`config.mk`:
```
export PLATFORM = sky130hd
export DESIGN_NAME = mul_ctrl
export DESIGN_NICKNAME = d
export VERILOG_FILES = /design/src/rtl/mul_ctrl_pkg.sv /design/src/rtl/mul_step.sv /design/src/rtl/mul_ctrl.sv
export SDC_FILE = /design/constraint.sdc
export NUM_CORES = 1
export LEC_CHECK = 0
export CAP_MARGIN = 30
export CORE_ASPECT_RATIO = 0.7
export CORE_MARGIN = 2
export CORE_UTILIZATION = 60
export DETAILED_ROUTE_END_ITERATION = 12
export PLACE_DENSITY = 0.9
export SLEW_MARGIN = 15
export SYNTH_ARGS = -nofsm -noshare
export SYNTH_HDL_FRONTEND = slang
export SYNTH_HIERARCHICAL = 1
export SYNTH_SLANG_ARGS = --single-unit
```
`constraint.sdc`:
```
create_clock -name clk -period 8.3 [get_ports clk]
set_input_delay 0.83 -clock clk [delete_from_list [all_inputs] [get_ports clk]]
set_output_delay 0.83 -clock clk [all_outputs]
set_load 0.01 [all_outputs]
```
`src/rtl/mul_ctrl_pkg.sv`:
```
// Shared encodings for the iterative multiply/accumulate controller.
// Macro MUL_RADIX4_EN selects two multiplier bits per step instead of one.
package mul_ctrl_pkg;

  typedef enum logic [1:0] {
    ST_IDLE = 2'b00,
    ST_MUL  = 2'b01,
    ST_ACC  = 2'b10,
    ST_DONE = 2'b11
  } mul_state_t;

  localparam logic MulStart          = 1'b1;
  localparam logic MulStop           = 1'b0;
  localparam logic MulResultReady    = 1'b1;
  localparam logic MulResultNotReady = 1'b0;

  localparam logic [1:0] MulAccNone = 2'b00;
  localparam logic [1:0] MulAccAdd  = 2'b01;
  localparam logic [1:0] MulAccSub  = 2'b10;

`ifdef MUL_RADIX4_EN
  localparam int unsigned BitsPerStep = 2;
`else
  localparam int unsigned BitsPerStep = 1;
`endif
  localparam int unsigned StepCount = 32 / BitsPerStep;
  localparam logic [5:0]  LastStep  = 6'(StepCount - 1);

  // Unsigned magnitude; 0x80000000 maps to 2^31, which still fits in 32 bits.
  function automatic logic [31:0] magnitude(input logic [31:0] v, input logic is_signed);
    return (is_signed && v[31]) ? (~v + 32'd1) : v;
  endfunction

endpackage

```
`src/rtl/mul_step.sv`:
```
// One combinational shift-add step of the multiplier.
// With MUL_RADIX4_EN two multiplier bits are retired per step, otherwise one.
module mul_step (
  input  logic [63:0] acc,
  input  logic [63:0] mcand,
  input  logic [31:0] mplier,
  output logic [63:0] acc_next,
  output logic [63:0] mcand_next,
  output logic [31:0] mplier_next
);

  always_comb begin
    acc_next = acc;
`ifdef MUL_RADIX4_EN
    if (mplier[0]) acc_next = acc_next + mcand;
    if (mplier[1]) acc_next = acc_next + {mcand[62:0], 1'b0};
    mcand_next  = {mcand[61:0], 2'b00};
    mplier_next = {2'b00, mplier[31:2]};
`else
    if (mplier[0]) acc_next = acc_next + mcand;
    mcand_next  = {mcand[62:0], 1'b0};
    mplier_next = {1'b0, mplier[31:1]};
`endif
  end

endmodule

```
`src/rtl/mul_ctrl.sv`:
```
// Iterative multiplier with optional HI/LO accumulate for the EX stage.
// Radix is chosen by MUL_RADIX4_EN (see mul_step); results are identical either way.
module mul_ctrl
  import mul_ctrl_pkg::*;
(
  input  logic        clk,
  input  logic        rst,
  input  logic        start_i,
  input  logic        annul_i,
  input  logic        signed_mul_i,
  input  logic [1:0]  acc_op_i,
  input  logic [31:0] opdata1_i,
  input  logic [31:0] opdata2_i,
  input  logic [63:0] hilo_i,
  output logic [63:0] result_o,
  output logic        ready_o,
  output logic        stallreq_o,
  output mul_state_t  dbg_state
);

  // Handshake: start_i is held high until ready_o is seen; ready_o stays high
  // with result_o stable until start_i drops; annul_i cancels at any point.

  mul_state_t  state_q, state_d;
  logic [63:0] acc_q, mcand_q, result_q;
  logic [31:0] mplier_q;
  logic [5:0]  cnt_q;
  logic        sign_q;
  logic [1:0]  acc_op_q;

  logic [63:0] step_acc, step_mcand;
  logic [31:0] step_mplier;
  logic [63:0] product, acc_result;
  logic        go, zero_op;

  assign go      = (start_i == MulStart) && !annul_i;
  assign zero_op = (opdata1_i == 32'd0) || (opdata2_i == 32'd0);

  mul_step u_step (
    .acc         (acc_q),
    .mcand       (mcand_q),
    .mplier      (mplier_q),
    .acc_next    (step_acc),
    .mcand_next  (step_mcand),
    .mplier_next (step_mplier)
  );

  always_comb begin
    product    = sign_q ? (~acc_q + 64'd1) : acc_q;
    acc_result = product;
    case (acc_op_q)
      MulAccAdd: acc_result = hilo_i + product;
      MulAccSub: acc_result = hilo_i - product;
      default:   acc_result = product;
    endcase
  end

  always_ff @(posedge clk or negedge rst) begin
    if (!rst) state_q <= ST_IDLE;
    else      state_q <= state_d;
  end

  always_comb begin
    state_d = state_q;
    case (state_q)
      ST_IDLE: if (go) state_d = zero_op ? ST_ACC : ST_MUL;
      ST_MUL: begin
        if (!go)                    state_d = ST_IDLE;
        else if (cnt_q == LastStep) state_d = ST_ACC;
      end
      ST_ACC:  state_d = go ? ST_DONE : ST_IDLE;
      ST_DONE: if (!go) state_d = ST_IDLE;
      default: state_d = ST_IDLE;
    endcase
  end

  // Datapath updates unconditionally per state; an abort simply leaves stale
  // values that the next start overwrites and that never reach result_o.
  always_ff @(posedge clk or negedge rst) begin
    if (!rst) begin
      acc_q    <= '0;
      mcand_q  <= '0;
      mplier_q <= '0;
      cnt_q    <= '0;
      sign_q   <= 1'b0;
      acc_op_q <= MulAccNone;
      result_q <= '0;
    end else begin
      case (state_q)
        ST_IDLE: if (go) begin
          mcand_q  <= {32'd0, magnitude(opdata1_i, signed_mul_i)};
          mplier_q <= magnitude(opdata2_i, signed_mul_i);
          sign_q   <= signed_mul_i & (opdata1_i[31] ^ opdata2_i[31]);
          acc_op_q <= acc_op_i;
          acc_q    <= '0;
          cnt_q    <= '0;
        end
        ST_MUL: begin
          acc_q    <= step_acc;
          mcand_q  <= step_mcand;
          mplier_q <= step_mplier;
          cnt_q    <= cnt_q + 6'd1;
        end
        ST_ACC:  result_q <= acc_result;
        default: ;
      endcase
    end
  end

  assign ready_o    = (state_q == ST_DONE) ? MulResultReady : MulResultNotReady;
  assign result_o   = (state_q == ST_DONE) ? result_q : 64'd0;
  assign stallreq_o = start_i & ~annul_i & (state_q != ST_DONE);
  assign dbg_state  = state_q;

endmodule

```
==> results list <==
* Initial Utilization: 60.6%
- Before CTS, the worst setup slack after placement is 1090 ps.
- After detailed routing, the met3 layer carries about 8500 µm of wire.
- Pin placement for this block handled just over 200 I/O pins.
- Slack of the worst reg-to-reg path: around 960 ps
- Commonest cells after routing, fill and taps aside: sky130_fd_sc_hd__nand2_1, sky130_fd_sc_hd__o21ai_0, sky130_fd_sc_hd__a21oi_1
- The hold violation count in the final report is 0.
- After technology mapping, the gate count stands at ~3200.
- Setup violations remaining at the end of the flow were counted as 0.
- Hold buffer count at cts: 0
- After the last flow step, the layout net total stands at 3412.
* Mean cell area of the mapped netlist: between 7 and 8 µm²
- Tot GR Track Use: 38.3%
- Part of the Yosys area used for sequential elements: 24.5%
- The via count of the first global-routing pass came to 22300.
- Number of antenna violations at the first check in global routing: 4
- Maxcap violations: 0
* Pin count of the biggest net entering global routing: between 100 and 150
- The congestion estimate from routability-driven global placement came to 1.05.
* TritonCTS Buffers: 27
- Data on the critical path is required at its endpoint by just under 9000 ps.
- Setup slack on the critical path of the routed design comes to 962 ps.
- Number of gates resized after cts: 0
- The later pin in the worst-skew pair is clocked with a latency of 590 ps.
- Residual DRC: 0
- Number of iterations in the first detailed-routing pass: 6
- The clock drives 235 sinks.
- Kind of start point of the critical path: flip-flop
- At the pin with the least slew margin, the transition time is 974 ps.
- Between clock sinks in the finished design, the worst skew comes to between 15 and 20 ps.
- Clock-pin transition on the worst setup and hold timing paths: 70 ps
* Diodes inserted: 0
- In this run the tightest slew margin relative to its limit is 35.0%.
- STA classifies the critical path endpoint as a flip-flop.
* Sum of net half-perimeters after detailed placement: 63200 µm
* Startpoint-to-endpoint class of the critical path: flip-flop to flip-flop
- Cell variety after synth: 98
* Depth of the worst register-to-register path: 24
- Prevailing post-synth register cell: sky130_fd_sc_hd__dfrtp_1
- The die covers about 0.042 mm².
* Max Freq: roughly 140 MHz
- Routed length on met1: 35600 µm
- The flow ran to the end, and the final reports show no timing, DRC or antenna violations.
- Port Buf Inserts: around 200
- After layout, the design draws a total of 0.0129 W.
- Slew Viols, Final: 0
- Placeable core area: 0.0396 mm²
- Total number of vias: around 24000
- Clock Tree Buf Depth: 3
- Buffers added to address setup during post-CTS repair amount to 0.
- After synthesis the cells add up to 0.0240 mm².
* Total power density per cell area: 486 mW/mm²
* Unrepaired setup endpoints after global routing: no
- From synthesis to final layout, the design area changed by 10.6%.
- Clock tree from TritonCTS: built
- Detailed Route WL: 82400 µm
- In this run the worst path has a maximum fanout of 20.
- Crit share post-route: 88.4%
* Async S/R FF share, synth: 100%
* Final ANT Viol Nets: 0
- Remaining Overflow, GRT: 0
- The min-delay analysis places its worst path in the category input pin to async pin.
- In this run, the number of DRC markers left after iteration 0 of detailed routing was 2800.
* Minimum clock period after layout: between 7000 and 8000 ps
- Number of enable-type register cells in the synthesized netlist: 0
* Total number of yosys warnings: 6
- #FFs+latches synth: 235
* Average wire per cell in the routed design: 22.3 µm
* WL met2: 35800 µm
- Ratio of cells with drive above 1 in the final layout: 6.13%
* Root buf cell: sky130_fd_sc_hd__clkbuf_16
- For this run, the number of standard cells in the final layout without fillers is 3698.
- VDD sags by at most 0.290 mV.
- After detailed placement, the design holds a cell count of 3644.
- Wire length of the first global-routing pass: 128000 µm
- DIE WIDTH: 243 µm
* Leakage dissipation: 11.5 nW
- H-tree level count: 1
- Most common cell after layout, fill and taps aside: sky130_fd_sc_hd__nand2_1
* Setup TNS: 0 ps
- Site row count: 61
- Signal routing reaches up to met4.
- Signal arrival time at the worst endpoint: 7880 ps
- Via-per-instance ratio: 6.62
- Measured along the y axis, the die boundary spans between 150 and 200 µm.
[routing by layer]
metal	up-vias	global-route usage, %
li1	11200	-
met1	11700	54.6
met2	1365	58.8
met3	184	8.33
met4	0	10.4
met5	-	0
[final timing paths]
check	from	endpoint
setup / recovery	acc_q[10]$_DFFE_PN0P_	result_q[62]$_DFFE_PN0P_
hold / removal	rst	mcand_q[12]$_DFFE_PN0P_
setup reg to reg	acc_q[10]$_DFFE_PN0P_	result_q[62]$_DFFE_PN0P_
hold reg to reg	result_q[32]$_DFFE_PN0P_	result_q[32]$_DFFE_PN0P_
max in group asynchronous	rst	result_q[29]$_DFFE_PN0P_
min in group clk	result_q[32]$_DFFE_PN0P_	result_q[32]$_DFFE_PN0P_
[kinds of logic after synthesis]
group / synth area share, %
other: 0.0156
buffers and inverters: 6.85
DFF: 24.5
and+or+nand+nor: 22.6
xor gates and xnor gates: 10.6
adders and majority gates: 7.04
muxes: 3.64
AOI/OAI and AO/OA: 24.7
[flip-flops by register name, summed over array words and instances (netlist names)]
signal     cells
sign_q         1
dbg_state      2
acc_q         64
cnt_q          6
acc_op_q       2
mplier_q      32
mcand_q       64
result_q      64
[cell usage after synthesis (12+ instances only)]
cell type | count | share of area [%]
sky130_fd_sc_hd__nand3_1 | 38 | 0.79
sky130_fd_sc_hd__a21o_1 | 99 | 3.1
sky130_fd_sc_hd__or4_1 | 12 | 0.38
sky130_fd_sc_hd__and2_1 | 20 | 0.52
sky130_fd_sc_hd__buf_4 | 96 | 3.0
sky130_fd_sc_hd__a21oi_1 | 243 | 5.1
sky130_fd_sc_hd__a22oi_1 | 12 | 0.38
sky130_fd_sc_hd__nor2_1 | 237 | 3.7
sky130_fd_sc_hd__nor4_1 | 28 | 0.73
sky130_fd_sc_hd__nor3_1 | 49 | 1.0
sky130_fd_sc_hd__o31ai_1 | 33 | 1.0
sky130_fd_sc_hd__xor2_1 | 137 | 5.0
sky130_fd_sc_hd__a211oi_1 | 17 | 0.53
sky130_fd_sc_hd__nand2b_1 | 26 | 0.68
sky130_fd_sc_hd__o21bai_1 | 27 | 0.84
sky130_fd_sc_hd__dfrtp_1 | 235 | 24
sky130_fd_sc_hd__o21a_1 | 15 | 0.47
sky130_fd_sc_hd__or3_1 | 22 | 0.57
sky130_fd_sc_hd__inv_1 | 51 | 0.80
sky130_fd_sc_hd__nor2b_1 | 16 | 0.42
sky130_fd_sc_hd__o21ai_0 | 313 | 6.5
sky130_fd_sc_hd__o41ai_1 | 19 | 0.69
sky130_fd_sc_hd__clkbuf_1 | 172 | 2.7
sky130_fd_sc_hd__nand4_1 | 52 | 1.4
sky130_fd_sc_hd__mux2i_1 | 12 | 0.50
sky130_fd_sc_hd__buf_1 | 12 | 0.19
sky130_fd_sc_hd__and3_1 | 96 | 2.5
sky130_fd_sc_hd__xnor2_1 | 150 | 5.5
sky130_fd_sc_hd__a31oi_1 | 58 | 1.5
sky130_fd_sc_hd__ha_1 | 132 | 6.9
sky130_fd_sc_hd__mux2_2 | 67 | 3.1
sky130_fd_sc_hd__nand2_1 | 487 | 7.6
[worst max-delay path, stage by stage (launching register included)]
cell and delay (ps):
sky130_fd_sc_hd__dfrtp_1 480, sky130_fd_sc_hd__nor4_1 630, sky130_fd_sc_hd__nand4_1 170, sky130_fd_sc_hd__buf_4 260, sky130_fd_sc_hd__or3_1 470, sky130_fd_sc_hd__a311oi_1 780, sky130_fd_sc_hd__nand4b_1 400, sky130_fd_sc_hd__nor4b_1 730
sky130_fd_sc_hd__nand2_1 220, sky130_fd_sc_hd__nor2_1 140, sky130_fd_sc_hd__a21oi_1 100, sky130_fd_sc_hd__xnor2_1 180, sky130_fd_sc_hd__ha_1 400, sky130_fd_sc_hd__a21oi_1 220, sky130_fd_sc_hd__o21ai_0 160, sky130_fd_sc_hd__a21o_1 200
sky130_fd_sc_hd__a21o_1 170, sky130_fd_sc_hd__a21o_1 160, sky130_fd_sc_hd__a21boi_0 250, sky130_fd_sc_hd__a31oi_1 150, sky130_fd_sc_hd__o21ai_0 420, sky130_fd_sc_hd__o21ai_0 190, sky130_fd_sc_hd__xnor2_1 150, sky130_fd_sc_hd__o21ai_0 150
sky130_fd_sc_hd__o21a_1 140
[stage by stage]
stage               cell area (µm²)  hold WS [ps]  util [%]
floorplan                     24000           443         -
detailed placement            25500           464      64.3
CTS                           26400           363      66.7
global placement              25400           457      64.2
finish                        26600           329      67.0
global route                  26600           400      67.0
[report_power, final]
part	internal, W	leakage, nW	switching (W)
clock network	0.000784	0.469	0.000561
logic	0.00363	8.07	0.00558
registers	0.00162	3.00	0.000734
total	0.00603	11.5	0.00687
[cell type report]
class,instances,area [µm²]
Tap cell,535,669
Sequential cell,235,5890
Timing Repair Buffer,225,2300
Fill cell,3331,13100
Clock buffer,31,721
Multi-Input combinational cell,2603,16500
Inverter,51,191
Clock inverter,18,251
(Power assumes the default switching activity.)
